--- config.mk ---
export PLATFORM = sky130hd
export DESIGN_NAME = btn_cmd_ctrl
export DESIGN_NICKNAME = d
export VERILOG_FILES = /design/src/rtl/btn_cmd_pkg.sv /design/src/rtl/btn_chan.sv /design/src/rtl/btn_cmd_ctrl.sv
export SDC_FILE = /design/constraint.sdc
export NUM_CORES = 1
export LEC_CHECK = 0
export ABC_AREA = 1
export ABC_CLOCK_PERIOD_IN_PS = 8300
export CAP_MARGIN = 20
export CORE_MARGIN = 5
export CORE_UTILIZATION = 58
export CTS_BUF_LIST = sky130_fd_sc_hd__clkbuf_2
export DETAILED_ROUTE_END_ITERATION = 10
export HOLD_SLACK_MARGIN = 0.15
export PLACE_DENSITY = 0.84
export SYNTH_ARGS = -nofsm -noshare
export SYNTH_HDL_FRONTEND = slang
export SYNTH_SLANG_ARGS = --single-unit
--- constraint.sdc ---
create_clock -name clk -period 8.3 [get_ports clk]
set_input_delay 1.66 -clock clk [delete_from_list [all_inputs] [get_ports clk]]
set_output_delay 1.66 -clock clk [all_outputs]
set_load 0.05 [all_outputs]
--- src/rtl/btn_cmd_pkg.sv ---
// Shared types and helpers for the button command front-end.
package btn_cmd_pkg;

   typedef enum logic [1:0] {IDLE, HELD, REPEAT} chan_state_t;

   // cmd_id width: at least one bit even for a single button
   function automatic int id_width(input int n);
      return (n > 1) ? $clog2(n) : 1;
   endfunction

endpackage

--- src/rtl/btn_chan.sv ---
// One button channel: tick-sampled level filter plus press/hold/auto-repeat FSM.
module btn_chan
   import btn_cmd_pkg::*;
#(
   parameter int STABLE_CNT     = 16,
   parameter int HOLD_SAMPLES   = 200,
   parameter int REPEAT_SAMPLES = 40
) (
   input  logic clk,
   input  logic rst,
   input  logic tick_i,
   input  logic sample_i,
   output logic level_o,
   output logic event_o,
   output logic event_rep_o
);

   localparam int AW   = $clog2(STABLE_CNT) + 1;
   localparam int HMAX = (HOLD_SAMPLES > REPEAT_SAMPLES) ? HOLD_SAMPLES : REPEAT_SAMPLES;
   localparam int HW   = $clog2(HMAX) + 1;

   logic [AW-1:0] agree_q, agree_d;
   logic          level_q, level_d;
   chan_state_t   state_q, state_d;
   logic [HW-1:0] hold_q, hold_d;

   always_comb begin
      agree_d = agree_q;
      level_d = level_q;
      if (tick_i) begin
         if (sample_i != level_q) begin
            if (agree_q == AW'(STABLE_CNT - 1)) begin
               level_d = ~level_q;
               agree_d = '0;
            end else begin
               agree_d = agree_q + 1'b1;
            end
         end else begin
            agree_d = '0;
         end
      end
   end

   // FSM reacts to the registered level; release beats the hold counter
   always_comb begin
      state_d     = state_q;
      hold_d      = hold_q;
      event_o     = 1'b0;
      event_rep_o = 1'b0;
      if (tick_i) begin
         unique case (state_q)
            IDLE: begin
               if (level_q) begin
                  state_d = HELD;
                  hold_d  = '0;
                  event_o = 1'b1;
               end
            end
            HELD: begin
               if (!level_q) begin
                  state_d = IDLE;
                  hold_d  = '0;
               end else if (hold_q == HW'(HOLD_SAMPLES - 1)) begin
                  state_d     = REPEAT;
                  hold_d      = '0;
                  event_o     = 1'b1;
                  event_rep_o = 1'b1;
               end else begin
                  hold_d = hold_q + 1'b1;
               end
            end
            REPEAT: begin
               if (!level_q) begin
                  state_d = IDLE;
                  hold_d  = '0;
               end else if (hold_q == HW'(REPEAT_SAMPLES - 1)) begin
                  hold_d      = '0;
                  event_o     = 1'b1;
                  event_rep_o = 1'b1;
               end else begin
                  hold_d = hold_q + 1'b1;
               end
            end
            default: begin
               state_d = IDLE;
               hold_d  = '0;
            end
         endcase
      end
   end

   always_ff @(posedge clk or posedge rst) begin
      if (rst) begin
         agree_q <= '0;
         level_q <= 1'b0;
         state_q <= IDLE;
         hold_q  <= '0;
      end else begin
         agree_q <= agree_d;
         level_q <= level_d;
         state_q <= state_d;
         hold_q  <= hold_d;
      end
   end

   assign level_o = level_q;

endmodule

--- src/rtl/btn_cmd_ctrl.sv ---
// Button front-end: synchronizers, sample tick, per-channel filters/FSMs,
// one-deep pending slot per button and a fixed-priority command register.
module btn_cmd_ctrl
   import btn_cmd_pkg::*;
#(
   parameter int N_BTN          = 4,
   parameter int SAMPLE_DIV     = 500000,
   parameter int STABLE_CNT     = 16,
   parameter int HOLD_SAMPLES   = 200,
   parameter int REPEAT_SAMPLES = 40
) (
   input  logic                           clk,
   input  logic                           rst,
   input  logic [N_BTN-1:0]               btn_raw,
   output logic [N_BTN-1:0]               btn_level,
   output logic                           cmd_valid,
   input  logic                           cmd_ready,
   output logic [id_width(N_BTN)-1:0]     cmd_id,
   output logic                           cmd_repeat
);

   localparam int IDW = id_width(N_BTN);
   localparam int DW  = $clog2(SAMPLE_DIV) + 1;

   logic [N_BTN-1:0] sync1_q, sync2_q;
   logic [N_BTN-1:0] pend_q, pend_d, prep_q, prep_d;
   logic [N_BTN-1:0] ev, ev_rep;
   logic [DW-1:0]    div_q, div_d;
   logic             tick;
   logic             vld_q, vld_d, rep_q, rep_d;
   logic [IDW-1:0]   id_q, id_d;
   logic             load, grant_vld;
   logic [IDW-1:0]   grant_id;

   assign tick  = (div_q == DW'(SAMPLE_DIV - 1));
   assign div_d = tick ? '0 : div_q + 1'b1;

   for (genvar g = 0; g < N_BTN; g++) begin : g_chan
      btn_chan #(
         .STABLE_CNT    (STABLE_CNT),
         .HOLD_SAMPLES  (HOLD_SAMPLES),
         .REPEAT_SAMPLES(REPEAT_SAMPLES)
      ) u_chan (
         .clk        (clk),
         .rst        (rst),
         .tick_i     (tick),
         .sample_i   (sync2_q[g]),
         .level_o    (btn_level[g]),
         .event_o    (ev[g]),
         .event_rep_o(ev_rep[g])
      );
   end

   always_comb begin
      grant_vld = 1'b0;
      grant_id  = '0;
      for (int i = N_BTN - 1; i >= 0; i--) begin
         if (pend_q[i]) begin
            grant_vld = 1'b1;
            grant_id  = IDW'(i);
         end
      end
   end

   assign load = ~vld_q | cmd_ready;

   // A new event overrides a same-cycle grant; otherwise it merges so a
   // pending press is never downgraded to a repeat.
   always_comb begin
      pend_d = pend_q;
      prep_d = prep_q;
      vld_d  = vld_q;
      id_d   = id_q;
      rep_d  = rep_q;
      if (load) begin
         vld_d = grant_vld;
         if (grant_vld) begin
            id_d             = grant_id;
            rep_d            = prep_q[grant_id];
            pend_d[grant_id] = 1'b0;
         end
      end
      for (int i = 0; i < N_BTN; i++) begin
         if (ev[i]) begin
            prep_d[i] = pend_d[i] ? (prep_q[i] & ev_rep[i]) : ev_rep[i];
            pend_d[i] = 1'b1;
         end
      end
   end

   always_ff @(posedge clk or posedge rst) begin
      if (rst) begin
         sync1_q <= '0;
         sync2_q <= '0;
         div_q   <= '0;
         pend_q  <= '0;
         prep_q  <= '0;
         vld_q   <= 1'b0;
         id_q    <= '0;
         rep_q   <= 1'b0;
      end else begin
         sync1_q <= btn_raw;
         sync2_q <= sync1_q;
         div_q   <= div_d;
         pend_q  <= pend_d;
         prep_q  <= prep_d;
         vld_q   <= vld_d;
         id_q    <= id_d;
         rep_q   <= rep_d;
      end
   end

   assign cmd_valid  = vld_q;
   assign cmd_id     = id_q;
   assign cmd_repeat = rep_q;

endmodule

* Yosys cells after proc, flatten, opt, wreduce, memory -nomap -nowiden
Cells that the tools add are included.
** Word-level totals
- RAM bits :: 0
- Latch bits :: 0
- Memories kept :: 0
- Output and inout port bits :: 8
- Register bits :: 108
- Memory bits (read-only) :: 0
- Input bits :: 7
** Cells by class
- Reductions and logical operators :: 18
- Eq/ne operators :: 37
- Multiplexer cells :: 111
- Magnitude comparators :: 2
- Shift-type cells :: 0
- $add $sub $neg :: 9
- Divide/modulo/power cells :: 0
- Bitwise gates (word level) :: 12
- Multiply operators :: 0
** Operators by type and width (count)
- two-way mux 9 bit :: 20
- case mux 9 bit (3 select lines) :: 4
- two-way mux 1 bit :: 42
- two-way mux 2 bit :: 20
- two-way mux 5 bit :: 8
- adder 9 x 1 -> 9 bit, second input constant :: 4
- == test 9 x 6 -> 1 bit, second input constant :: 4
- == test 9 x 8 -> 1 bit, second input constant :: 4
- case mux 2 bit (3 select lines) :: 4
- adder 20 x 1 -> 20 bit, second input constant :: 1
- adder 5 x 1 -> 5 bit, second input constant :: 4
- == test 20 x 19 -> 1 bit, second input constant :: 1
- == test 5 x 4 -> 1 bit, second input constant :: 4
- two-way mux 20 bit :: 1
- AND reduction 4 bit :: 4
- inequality test 3 bit, second input constant :: 4
- case mux 1 bit (3 select lines) :: 4
- AND reduction 3 bit :: 4
- AND reduction 2 bit :: 5
- == test 2 x 1 -> 1 bit, second input constant :: 4
- == test 2 bit, second input constant :: 4
- logical NOT 2 bit :: 4
- two-way mux 4 bit :: 2
- inequality test 2 x 1 -> 1 bit, second input constant :: 4
- 13 further kinds :: 29

* Depth between registers and ports, before layout
Gate-level depths: netlist of the first run.
- Depth after elaboration :: 13
- Depth in mapped cells :: 11
- Gate-level depth less buffers :: 10

* Cells and area by module
A second synthesis of the first run with hierarchy kept.
** Unflattened totals
- Cell total of the unflattened synthesis :: 786
- Area total of the unflattened synthesis :: 6238.5 um2
** By module, submodules not included
- btn_chan :: instances 4, cells an instance 138, area each 1066.0 um2, seq. area each 425.4 um2
- btn_cmd_ctrl :: instances 1, cells an instance 234, area each 1974.4 um2, seq. area each 1001.0 um2

* Worst setup path before layout of the first run
No wires, ideal clock.
- Path kind :: input to register
- Start point :: in cmd_ready
- End point :: reg prep_q[3]
- Buffers on the path :: 0
- Cell stages on the path :: 6
- Setup slack :: 5.952 ns
- Data arrival time :: 2.227 ns
- Data required time :: 8.179 ns
- Library setup time :: 0.121 ns
- Path through :: nor2_1 > inv_1 > nand3_1 > o21ai_0 > nand3_1 > a21oi_1
** On the way
- Longest elaborated chain between the ends :: 3
** Ends and longest elaborated chain
- from (decl) :: RTL line btn_cmd_ctrl.sv:17 : input logic cmd_ready,
- bitwise OR 1 bit :: RTL line btn_cmd_ctrl.sv:65 : assign load = ~vld_q | cmd_ready;
- two-way mux 4 bit :: RTL line btn_cmd_ctrl.sv:75 : if (load) begin
- two-way mux 1 bit :: RTL line btn_cmd_ctrl.sv:85 : prep_d[i] = pend_d[i] ? (prep_q[i] & ev_rep[i]) : ev_rep[i];
- to (signal assigned) :: RTL line btn_cmd_ctrl.sv:106 : prep_q <= prep_d;
- to (decl) :: RTL line btn_cmd_ctrl.sv:26 : logic [N_BTN-1:0] pend_q, pend_d, prep_q, prep_d;
No other way between the ends.
A chain may end at the register's enable or synchronous reset.

* Worst setup path in the final report of the first run
- Start point :: reg g_chan[3].u_chan.level_q
- End point :: out btn_level[3]
** RTL lines
- from (decl) :: RTL line btn_chan.sv:23 : logic level_q, level_d;
- from (signal assigned) :: RTL line btn_chan.sv:100 : level_q <= level_d;
- to (decl) :: RTL line btn_cmd_ctrl.sv:15 : output logic [N_BTN-1:0] btn_level,
No word-level cell between the ends.

==> results of run 1 <==
-- state kept, by name, summed over array words and instances (netlist names) --
register / cells
sync2_q: 4
pend_q: 4
prep_q: 4
cmd_valid: 1
g_chan.u_chan.level_o: 4
g_chan.u_chan.agree_q: 20
div_q: 20
g_chan.u_chan.hold_q: 36
g_chan.u_chan.state_q: 8
cmd_id: 2
sync1_q: 4
cmd_repeat: 1
-- cells by family (layout without fill, tap and decap cells) --
kind of cell             Yosys count  count (layout)
AND/OR/NAND/NOR                  459             459
buffers and inverters            145             162
flip-flops                       108             108
AO/OA/AOI/OAI                    101             101
adder cells (fa/ha/maj)           25              25
XOR/XNOR                          13              13
-- Yosys cell counts --
master / n
xnor2_1: 6
o21bai_1: 8
nand3_2: 3
buf_2: 2
ha_1: 25
a21oi_1: 39
nor2_4: 3
nor4_1: 3
clkbuf_1: 6
nand2_2: 1
or2_2: 2
o21ai_0: 32
nand2_4: 3
inv_2: 4
nor3_1: 14
inv_1: 126
nand3_1: 72
buf_4: 5
dfrtp_1: 108
o211ai_1: 1
nand2_1: 211
nand4_1: 24
nor2_2: 5
nor2_1: 117
and3_1: 1
xor2_1: 7
buf_6: 2
o22ai_1: 1
o21ai_1: 13
a21boi_0: 5
a31oi_1: 2
-- per-layer routing --
metal  vias up  wire (µm)  global-route usage
met5         -          0                   0
met1      2370       5530               0.253
li1       2729          -                   -
met4         0        123              0.0489
met2        71       5590               0.336
met3        14        424              0.0366
-- power by group --
| part | switching [mW] | internal, mW |
|---|---|---|
| clock | 0.175 | 0.0709 |
| combinational | 0.0411 | 0.0173 |
| sequential | 0.00411 | 0.536 |
-- metrics by stage --
step | area, µm² | instances | util | hold WS [ns]
after floorplan | 6240 | 851 | - | 0.331
after global placement | 6470 | 988 | 0.622 | 0.333
after detailed placement | 6470 | 988 | 0.622 | 0.337
after CTS | 6590 | 1004 | 0.633 | 0.389
after global routing | 6590 | 1004 | 0.633 | 0.395
final | 6590 | 1004 | 0.633 | 0.386
-- worst min path at each step --
stage / start / to / depth (start not counted)
finish: sync1_q[2] / sync2_q[2] / 0
detailed placement: sync1_q[2] / sync2_q[2] / 0
global route: sync1_q[2] / sync2_q[2] / 0
CTS: sync1_q[2] / sync2_q[2] / 0
floorplan: sync1_q[0] / sync2_q[0] / 0
global placement: sync1_q[3] / sync2_q[3] / 0
-- cell type report --
| cell class | count | area share |
|---|---|---|
| clock buffer | 9 | 0.00683 |
| clock inverter | 7 | 0.0110 |
| inverter | 130 | 0.0744 |
| multi-input combinational | 598 | 0.448 |
| sequential | 108 | 0.410 |
| tap | 136 | 0.0258 |
| timing repair buffer | 16 | 0.0235 |
==> out/results.tsv, run 1 <==
stage	metric	value	unit
worst_hold_path	min_path_type	reg -> reg	
clock_network	hold_buffers	0	
floorplan	std_cell_rows	37	
placement	pre_cts_ws	4.94	ns
timing	max_freq	0.271	GHz
timing	finalCriticalPeriod	3.70	ns
detailed_routing	vias_per_cell	5.16	
synth	syn_nets	883	
clock_network	cts-root-buf	clkbuf_2	
setup_path	cp_top_family	buffers and inverters	
placement	portBuffers	14	
timing	drv_slew	0	
final_layout	fin_nets	895	
timing	fin_ws	4.60	ns
timing	rsz0062_at_grt	no	
setup_path	reg2reg_depth	11	
outcome	status	complete, no violations	
synth	ys_warn_count	0	
power_and_ir_drop	p_leak	3.42	nW
final_layout	seq_area	2700	µm²
timing	final_hold_viol_count	0	
setup_path	cp_cell_sequence	clkdlybuf4s50_1	
global_route	grt_pass1_wl	20.9	mm
synth	synthMuxAreaShare	0	
final_layout	n_fill_cell	961	
detailed_routing	wirelength	11.7	mm
synth	syn_area_per_cell	7.33	µm²
placement	gp_congestion	0.872	
clock_network	cts.htree.levels	3	
detailed_routing	first_pass_iters	5	
power_and_ir_drop	p_per_area	128	nW/µm²
clock_network	cts-resized-gates	0	
setup_path	cp.required	6.64	ns
synth	post_synth_fa_ha_maj_area_fraction	0.0501	
detailed_routing	drtAntennaViolNets	0	
timing	setup_viol	0	
setup_path	critical_path_depth	1	
setup_path	path_buf_inv	1	
setup_path	cp_max_fo	9	
synth	syn_inst	851	
global_route	grt_overflow	0	
setup_path	worstPathArrival	2.04	ns
clock_network	postCtsSetupRepairBufs	0	
setup_path	r2r_setup_slack	6.07	ns
setup_path	crit_end	btn_level[3]	
clock_network	clock_latency	0.60	ns
detailed_routing	via_count	5184	
synth	netlist_area	6240	µm²
synth	synth_compound_area_frac	0.0872	
detailed_routing	first_iter_violations	291	
setup_path	r2r-end	g_chan[2].u_chan.hold_q[3]	
timing	worst_pin_slew	0.725	ns
placement	detailed_place_hpwl	8.57	mm
synth	yosysSeqAreaShare	0.433	
final_layout	synthToLayoutAreaGrowth	5.66	%
timing	fin_setup_tns	0	ns
detailed_routing	wire_per_inst	11.6	µm
detailed_routing	drc	0	
setup_path	path_class	reg -> out	
synth	synth_top_family_by_area	simple AND/OR/NAND/NOR gates	
clock_network	cts_tree	yes	
floorplan	dieArea	12900	µm²
floorplan	initial_core_util	0.599	
synth	netlist.area_leader.share	0.433	
final_layout	multi_input_area	2960	µm²
final_layout	n_antenna_cell	0	
power_and_ir_drop	finalPower	0.844	mW
floorplan	die_x	114	µm
synth	yosys.area_share.xor_xnor	0.0183	
flow_run	max_cap_violations	0	
final_layout	most-common-layout-cells	nand2_1 (211), inv_1 (125), nor2_1 (117)	
synth	yosysTopAreaCell	dfrtp_1	
timing	fin_crit_sh	0.445	
final_layout	final_common_cell	nand2_1	
floorplan	ioPinCount	15	
setup_path	worstReg2RegStart	div_q[0]	
clock_network	numCtsBuffers	9	
clock_network	clk_path_buf_depth	2	
final_layout	drive_gt1_frac	0.0449	
global_route	grt_use_total	0.194	
global_route	grt_pass1_vias	4781	
synth	synth_top_cells_by_area	dfrtp_1 (43%), nand2_1 (13%), inv_1 (7.6%), nor2_1 (7.0%), nand3_1 (5.8%)	
floorplan	core_area	10400	µm²
setup_path	crit_slowest_cell	clkdlybuf4s50_1	
global_route	grt_max_degree	61	
synth	ys_seq_elements	108	
clock_network	cts_sinks	108	
timing	skew	0.0551	ns
setup_path	critical_path.max_stage_delay	0.86	ns
timing	timing.slew.headroom	0.516	
setup_path	worst_setup_path_start_kind	register	
power_and_ir_drop	vdd_drop_max	0.121	mV
clock_network	path_clk_slew	0.32	ns
setup_path	end_kind	output port	
setup_path	critPathLaunch	g_chan[3].u_chan.level_o	
global_route	antenna_found_initial	0	
synth	yosysUniqueCellTypes	31	
floorplan	die_h	114	µm
synth	synth-simple-area-share	0.318	
(Power assumes the default switching activity.)
==> inputs of run 2 (changes only) <==
--- a/config.mk
+++ b/config.mk
@@ -6,14 +6,14 @@
 export NUM_CORES = 1
 export LEC_CHECK = 0
 export ABC_AREA = 1
-export ABC_CLOCK_PERIOD_IN_PS = 8300
+export ABC_CLOCK_PERIOD_IN_PS = 3100
 export CAP_MARGIN = 20
 export CORE_MARGIN = 5
 export CORE_UTILIZATION = 58
 export CTS_BUF_LIST = sky130_fd_sc_hd__clkbuf_2
 export DETAILED_ROUTE_END_ITERATION = 10
 export HOLD_SLACK_MARGIN = 0.15
-export PLACE_DENSITY = 0.84
+export PLACE_DENSITY = 0.87
 export SYNTH_ARGS = -nofsm -noshare
 export SYNTH_HDL_FRONTEND = slang
 export SYNTH_SLANG_ARGS = --single-unit
==> constraint.sdc (replaced) <==
create_clock -name clk -period 3.1 [get_ports clk]
set_input_delay 0.62 -clock clk [delete_from_list [all_inputs] [get_ports clk]]
set_output_delay 0.62 -clock clk [all_outputs]
set_load 0.05 [all_outputs]
==> out/results.tsv, run 2 (synthesized netlist as in run 1, its figures left out) <==
stage	metric	value	unit	change
outcome	status	complete, no violations		
placement	gp_congestion	0.883		+1.3%
flow_run	max_cap_violations	0		unchanged
timing	finalCriticalPeriod	2.73	ns	
detailed_routing	drtAntennaViolNets	0		unchanged
detailed_routing	first_pass_iters	8		+3
power_and_ir_drop	clock_power_share	0.275		-0.016
detailed_routing	first_iter_violations	459		+58%
floorplan	die_x	114	µm	unchanged
placement	portBuffers	14		unchanged
setup_path	critPathLaunch	g_chan[0].u_chan.level_o		
global_route	grt_pass1_wl	21.9	mm	+5.0%
clock_network	cts_sinks	108		unchanged
setup_path	end_kind	output port		
setup_path	reg2reg_depth	9		-2
setup_path	worstReg2RegStart	div_q[0]		
detailed_routing	via_count	5392		+4.0%
power_and_ir_drop	seqPwrFrac	0.653		+0.013
final_layout	n_antenna_cell	0		unchanged
timing	setup_viol	0		unchanged
power_and_ir_drop	p_per_area	336	nW/µm²	+160%
setup_path	cp.required	2.48	ns	-4.16 ns
final_layout	n_fill_cell	933		-2.9%
timing	final_hold_viol_count	0		unchanged
final_layout	drive_gt1_frac	0.0471		+0.00220
placement	pre_cts_ws	0.999	ns	-3.94 ns
power_and_ir_drop	vdd_drop_max	0.243	mV	+100%
final_layout	final_common_cell	nand2_1		
timing	whs	0.330	ns	-0.0555 ns
clock_network	cts_tree	yes		
power_and_ir_drop	combPwrFrac	0.072		+0.003
timing	max_freq	0.366	GHz	
power_and_ir_drop	switchingPower	0.621	mW	+180%
timing	fin_crit_sh	0.882		
placement	dp_cells	990		+0.20%
detailed_routing	wire_per_inst	12.3	µm	+6.2%
global_route	grt_overflow	0		unchanged
setup_path	r2r_setup_slack	0.98	ns	-5.09 ns
floorplan	std_cell_rows	37		unchanged
final_layout	top_register	g_chan.u_chan.hold_q		
timing	fin_ws	0.367	ns	-4.24 ns
clock_network	clk_path_buf_depth	2		unchanged
final_layout	design_area	6600	µm²	+0.11%
placement	placed_area	6500	µm²	+0.44%
setup_path	cp_top_family	buffers and inverters		
clock_network	cts-resized-gates	0		unchanged
final_layout	synthToLayoutAreaGrowth	5.78	%	
clock_network	path_clk_slew	0.30	ns	-0.02 ns
final_layout	largest_register_ff_count	36		unchanged
detailed_routing	wirelength	12.4	mm	+6.4%
floorplan	initial_core_util	0.599		unchanged
clock_network	clock_latency	0.64	ns	+0.04 ns
global_route	antenna_found_initial	0		unchanged
timing	rsz0062_at_grt	no		
clock_network	postCtsSetupRepairBufs	0		unchanged
clock_network	hold_buffers	0		unchanged
setup_path	crit_slowest_cell	clkdlybuf4s50_1		
detailed_routing	drc	0		unchanged
floorplan	ioPinCount	15		unchanged
setup_path	worstPathArrival	2.11	ns	+0.07 ns
timing	skew	0.0244	ns	-0.0308 ns
floorplan	die_h	114	µm	unchanged
power_and_ir_drop	p_sw_frac	0.280		+0.0199
floorplan	dieArea	12900	µm²	unchanged
timing	timing.slew.headroom	0.597		+0.0804
clock_network	cts.htree.levels	3		unchanged
floorplan	core_area	10400	µm²	unchanged
placement	detailed_place_hpwl	9.10	mm	+6.1%
global_route	grt_pass1_vias	5028		+5.2%
final_layout	top_regs	g_chan.u_chan.hold_q x36, div_q x20, g_chan.u_chan.agree_q x20		
power_and_ir_drop	p_int	1.60	mW	+160%
global_route	grt_max_degree	58		-4.9%
clock_network	cts-root-buf	clkbuf_2		
final_layout	fin_cells	1006		+0.20%
setup_path	cp_cell_sequence	clkdlybuf4s50_1		
power_and_ir_drop	finalPower	2.22	mW	+160%
timing	worst_pin_slew	0.604	ns	-0.121 ns
final_layout	most-common-layout-cells	nand2_1 (211), inv_1 (125), nor2_1 (117)		
detailed_routing	vias_per_cell	5.36		+3.8%
setup_path	cp_max_fo	9		unchanged
timing	fin_setup_tns	0	ns	unchanged
clock_network	numCtsBuffers	9		unchanged
setup_path	r2r-end	g_chan[3].u_chan.hold_q[2]		
final_layout	final_core_utilization	0.634		+0.000721
setup_path	worst_setup_path_start_kind	register		
setup_path	path_buf_inv	1		unchanged
timing	drv_slew	0		unchanged
final_layout	fin_nets	897		+0.22%
global_route	grt_use_total	0.206		+0.0113
worst_hold_path	min_path_type	in -> async		
setup_path	path_class	reg -> out		
setup_path	critical_path.max_stage_delay	0.88	ns	+0.02 ns
power_and_ir_drop	p_leak	3.42	nW	about the same
==> run 2: cell count changes in the layout (fill, tap and decap cells not counted) <==
cell / previous run / this run
clkinv_4: 1 / 2
clkinvlp_4: 1 / 2
inv_4: 1 / 0
bufinv_16: 1 / 0
buf_12: 0 / 1
buf_4: 2 / 3
==> run 2: worst max path at each step <==
stage / to / slack, ns / cells after the start
5_1_grt: btn_level[0] / 0.25 / 1
3_5_place_dp: g_chan[3].u_chan.hold_q[2] / 1.0 / 8
3_3_place_gp: g_chan[3].u_chan.hold_q[2] / 1.07 / 8
6_report: btn_level[0] / 0.37 / 1
4_1_cts: btn_level[0] / 0.31 / 1
2_1_floorplan: cmd_id[0] / 1.18 / 1
==> run 2: final cells by class <==
| cell class | count | area [µm²] | area share |
|---|---|---|---|
| Sequential cell | 108 | 2700 | 0.410 |
| Clock inverter | 7 | 51.3 | 0.00777 |
| Clock buffer | 9 | 45.0 | 0.00683 |
| Timing Repair Buffer | 18 | 183 | 0.0277 |
| Multi-Input combinational cell | 598 | 2960 | 0.448 |
| Inverter | 130 | 492 | 0.0745 |
| Tap cell | 136 | 170 | 0.0258 |
==> run 2: power by group through the flow <==
stage               clock network [mW]  logic (mW)  registers (mW)
CTS                              0.636       0.165            1.45
global route                     0.693       0.176            1.45
floorplan                            0      0.0400            1.53
finish                           0.610       0.161            1.45
detailed placement                   0       0.165            1.47
global placement                     0       0.162            1.47
==> run 2: metal layers <==
metal  wire length [µm]  track usage
met1               5730        0.265
met2               5900        0.335
met3                572       0.0599
met4                224       0.0665
met5                  0            0
==> inputs of run 3 (changes only) <==
--- a/config.mk
+++ b/config.mk
@@ -5,7 +5,6 @@
 export SDC_FILE = /design/constraint.sdc
 export NUM_CORES = 1
 export LEC_CHECK = 0
-export ABC_AREA = 1
 export ABC_CLOCK_PERIOD_IN_PS = 3100
 export CAP_MARGIN = 20
 export CORE_MARGIN = 5
@@ -16,4 +15,5 @@
 export PLACE_DENSITY = 0.87
 export SYNTH_ARGS = -nofsm -noshare
 export SYNTH_HDL_FRONTEND = slang
+export SYNTH_HIERARCHICAL = 1
 export SYNTH_SLANG_ARGS = --single-unit
==> out/results.tsv, run 3 <==
stage	metric	value	unit	change
worst_hold_path	min_path_type	reg -> reg		
clock_network	clock_latency	0.57	ns	-0.07 ns
setup_path	cp.required	2.48	ns	about the same
timing	fin_setup_tns	0	ns	unchanged
flow_run	max_cap_violations	0		unchanged
worst_hold_path	min_path_cells	0		
synth	yosysSeqAreaShare	0.444		+0.0106
detailed_routing	wl_met3	340	µm	-41%
synth	yosysUniqueCellTypes	61		+97%
synth	netlist_area	6090	µm²	-2.4%
placement	detailed_place_hpwl	8.33	mm	-8.5%
power_and_ir_drop	clock_power_share	0.263		-0.012
timing	drv_slew	0		unchanged
clock_network	cts_sinks	108		unchanged
setup_path	path_class	reg -> out		
outcome	status	complete, no violations		
final_layout	most-common-layout-cells	dfrtp_1 (108), nand2_1 (59), nor2_1 (44)		
floorplan	core_area	10300	µm²	-1.3%
final_layout	final_common_cell	dfrtp_1		
setup_path	cp_max_fo	9		unchanged
timing	max_freq	0.381	GHz	+4.1%
synth	post_synth_fa_ha_maj_area_fraction	0.0514		+0.00123
final_layout	drive_gt1_frac	0.114		+0.0669
timing	setup_viol	0		unchanged
floorplan	die_x	112	µm	-1.1%
setup_path	r2r_setup_slack	0.54	ns	-0.44 ns
setup_path	r2r-end	g_chan[1].u_chan/hold_q[7]		
timing	final_hold_viol_count	0		unchanged
final_layout	synthToLayoutAreaGrowth	4.81	%	
detailed_routing	wirelength	11.4	mm	-8.4%
synth	yosys.area_share.xor_xnor	0.0273		+0.00908
detailed_routing	drtAntennaViolNets	0		unchanged
power_and_ir_drop	p_int	1.54	mW	-3.6%
worst_hold_path	holdCritStartpoint	sync1_q[1]		
setup_path	worstReg2RegStart	div_q[0]		
detailed_routing	drc	0		unchanged
power_and_ir_drop	p_leak	2.81	nW	-18%
global_route	antenna_found_initial	0		unchanged
power_and_ir_drop	switchingPower	0.465	mW	-25%
synth	ys_seq_elements	108		unchanged
synth	ys_warn_count	6		+6
setup_path	path_buf_inv	1		unchanged
detailed_routing	via_count	4437		-18%
global_route	grt_max_degree	44		-24%
setup_path	reg2reg_depth	9		unchanged
power_and_ir_drop	vdd_drop_max	0.258	mV	+6.3%
floorplan	initial_core_util	0.593		-0.00639
synth	syn_inst	600		-29%
synth	synth_top_family_by_area	simple AND/OR/NAND/NOR gates		
synth	synth_edf_count	0		unchanged
global_route	grt_overflow	0		unchanged
clock_network	path_clk_slew	0.25	ns	-0.05 ns
synth	synth-simple-area-share	0.215		-0.103
floorplan	die_h	112	µm	-1.1%
power_and_ir_drop	p_sw_frac	0.232		-0.0479
setup_path	cp_top_family	buffers and inverters		
detailed_routing	first_pass_iters	5		-3
final_layout	n_antenna_cell	0		unchanged
setup_path	critical_path.max_stage_delay	0.87	ns	about the same
detailed_routing	drt-met1-wl	5.10	mm	-11%
global_route	grt_pass1_wl	20.7	mm	-5.5%
synth	syn_nets	632		-28%
power_and_ir_drop	combPwrFrac	0.027		-0.045
floorplan	ioPinCount	15		unchanged
synth	synth_top_cells_by_area	dfrtp_1 (44%), ha_1 (5.1%), nand2_1 (3.6%), nand3_1 (3.3%), a22o_1 (2.9%)		
timing	worst_pin_slew	0.685	ns	+0.0813 ns
detailed_routing	maxUsedRoutingLayer	met4		
setup_path	worstPathArrival	2.01	ns	-0.10 ns
power_and_ir_drop	p_per_area	314	nW/µm²	-6.5%
timing	skew	0.0369	ns	+0.0125 ns
global_route	grt_use_total	0.195		-0.0111
timing	finalCriticalPeriod	2.63	ns	-0.107 ns
clock_network	numCtsBuffers	9		unchanged
floorplan	std_cell_rows	37		unchanged
setup_path	crit_slowest_cell	clkdlybuf4s50_1		
detailed_routing	first_iter_violations	393		-14%
synth	synthMuxAreaShare	0.0323		+0.0323
final_layout	fin_nets	642		-28%
synth	netlist.area_leader.share	0.444		+0.0106
clock_network	cts-resized-gates	0		unchanged
final_layout	top_regs	g_chan.u_chan/hold_q x36, div_q x20, g_chan.u_chan/agree_q x20		
synth	ys_top_cells_by_count	dfrtp_1 (108), nand2_1 (59), nor2_1 (44)		
floorplan	dieArea	12600	µm²	-2.2%
clock_network	cts.htree.levels	3		unchanged
setup_path	critical_path_depth	1		unchanged
timing	timing.slew.headroom	0.543		-0.0542
worst_hold_path	holdPathEnd	sync2_q[1]		
placement	gp_congestion	0.830		-6.0%
setup_path	cp_cell_sequence	clkdlybuf4s50_1		
setup_path	worst_setup_path_start_kind	register		
clock_network	postCtsSetupRepairBufs	0		unchanged
clock_network	hold_buffers	0		unchanged
clock_network	clk_path_buf_depth	2		unchanged
final_layout	largest_register_ff_count	36		unchanged
power_and_ir_drop	seqPwrFrac	0.710		+0.057
synth	yosysTopAreaCell	dfrtp_1		
placement	portBuffers	14		unchanged
clock_network	cts-root-buf	clkbuf_2		
detailed_routing	wire_per_inst	15.2	µm	+23%
synth	synth_compound_area_frac	0.181		+0.0940
synth	syn_area_per_cell	10.1	µm²	+38%
timing	fin_crit_sh	0.847		-0.0346
synth	synthArstFlopShare	1.00		unchanged
detailed_routing	vias_per_cell	5.92		+10%
final_layout	top_register	g_chan.u_chan/hold_q		
setup_path	end_kind	output port		
timing	rsz0062_at_grt	no		
clock_network	cts_tree	yes		
synth	yosys.cell_count.top_type	dfrtp_1		
timing	whs	0.378	ns	+0.0480 ns
global_route	grt_pass1_vias	4572		-9.1%
detailed_routing	met2_length	5.81	mm	-1.5%
synth	synthFlopType	dfrtp_1		
==> run 3: cell count changes after synthesis, sizes merged, moves of 9 or more <==
| cell | change |
|---|---|
| nand2 | -152 |
| inv | -84 |
| nor2 | -79 |
| nand3 | -33 |
| o21ai | -26 |
| a22o | +20 |
| nand4 | -17 |
| a21o | +16 |
| and3 | +13 |
| mux2 | +13 |
| nand2b | +13 |
| nor3 | -11 |
| and2 | +9 |
==> run 3: cell families after synthesis <==
family	after synthesis
buffers and inverters	64
flip-flops	108
XOR/XNOR	19
AO/OA/AOI/OAI	142
multiplexers	18
adder cells (fa/ha/maj)	25
AND/OR/NAND/NOR	224
==> run 3: per-layer routing <==
layer	vias up	global-route usage
li1	2163	-
met1	2178	0.246
met2	83	0.338
met3	13	0.0399
met4	0	0.0569
met5	-	0
==> run 3: worst max path at each step <==
stage,from,end,slack [ns]
after floorplan,div_q[0],g_chan[0].u_chan/agree_q[3],0.67
after global placement,div_q[0],g_chan[1].u_chan/state_q[0],0.74
after detailed placement,div_q[0],g_chan[3].u_chan/hold_q[7],0.56
after CTS,g_chan[1].u_chan/level_o,btn_level[1],0.41
after global routing,div_q[0],g_chan[1].u_chan/hold_q[7],0.33
final,g_chan[0].u_chan/level_o,btn_level[0],0.47
==> run 3: per-stage QoR <==
step                       util  setup WS, ns  total power, mW  instances  area [µm²]
after floorplan               -         0.673             1.48        600        6090
after global placement    0.614         0.741             1.50        735        6310
after detailed placement  0.614         0.561             1.50        735        6310
after CTS                 0.621         0.414             2.04        750        6380
after global routing      0.621         0.335             2.10        750        6380
final                     0.621         0.474             2.00        750        6380
==> run 3: power by group through the flow <==
stage          combinational, mW  sequential, mW  clock (mW)
2_1_floorplan             0.0286            1.45           0
3_3_place_gp              0.0551            1.45           0
3_5_place_dp              0.0568            1.45           0
4_1_cts                   0.0574            1.42       0.557
5_1_grt                   0.0640            1.43       0.611
6_report                  0.0547            1.42       0.527
==> run 3: layout make-up <==
type                    instances  area [µm²]
flip-flops and latches        108        2700
well taps                     136         170
clock buffers                  12        60.1
fillers                       809        3890
inverters                      46         173
multi-input cells             428        3090
clock inverters                 3        15.0
repair buffers                 17         175
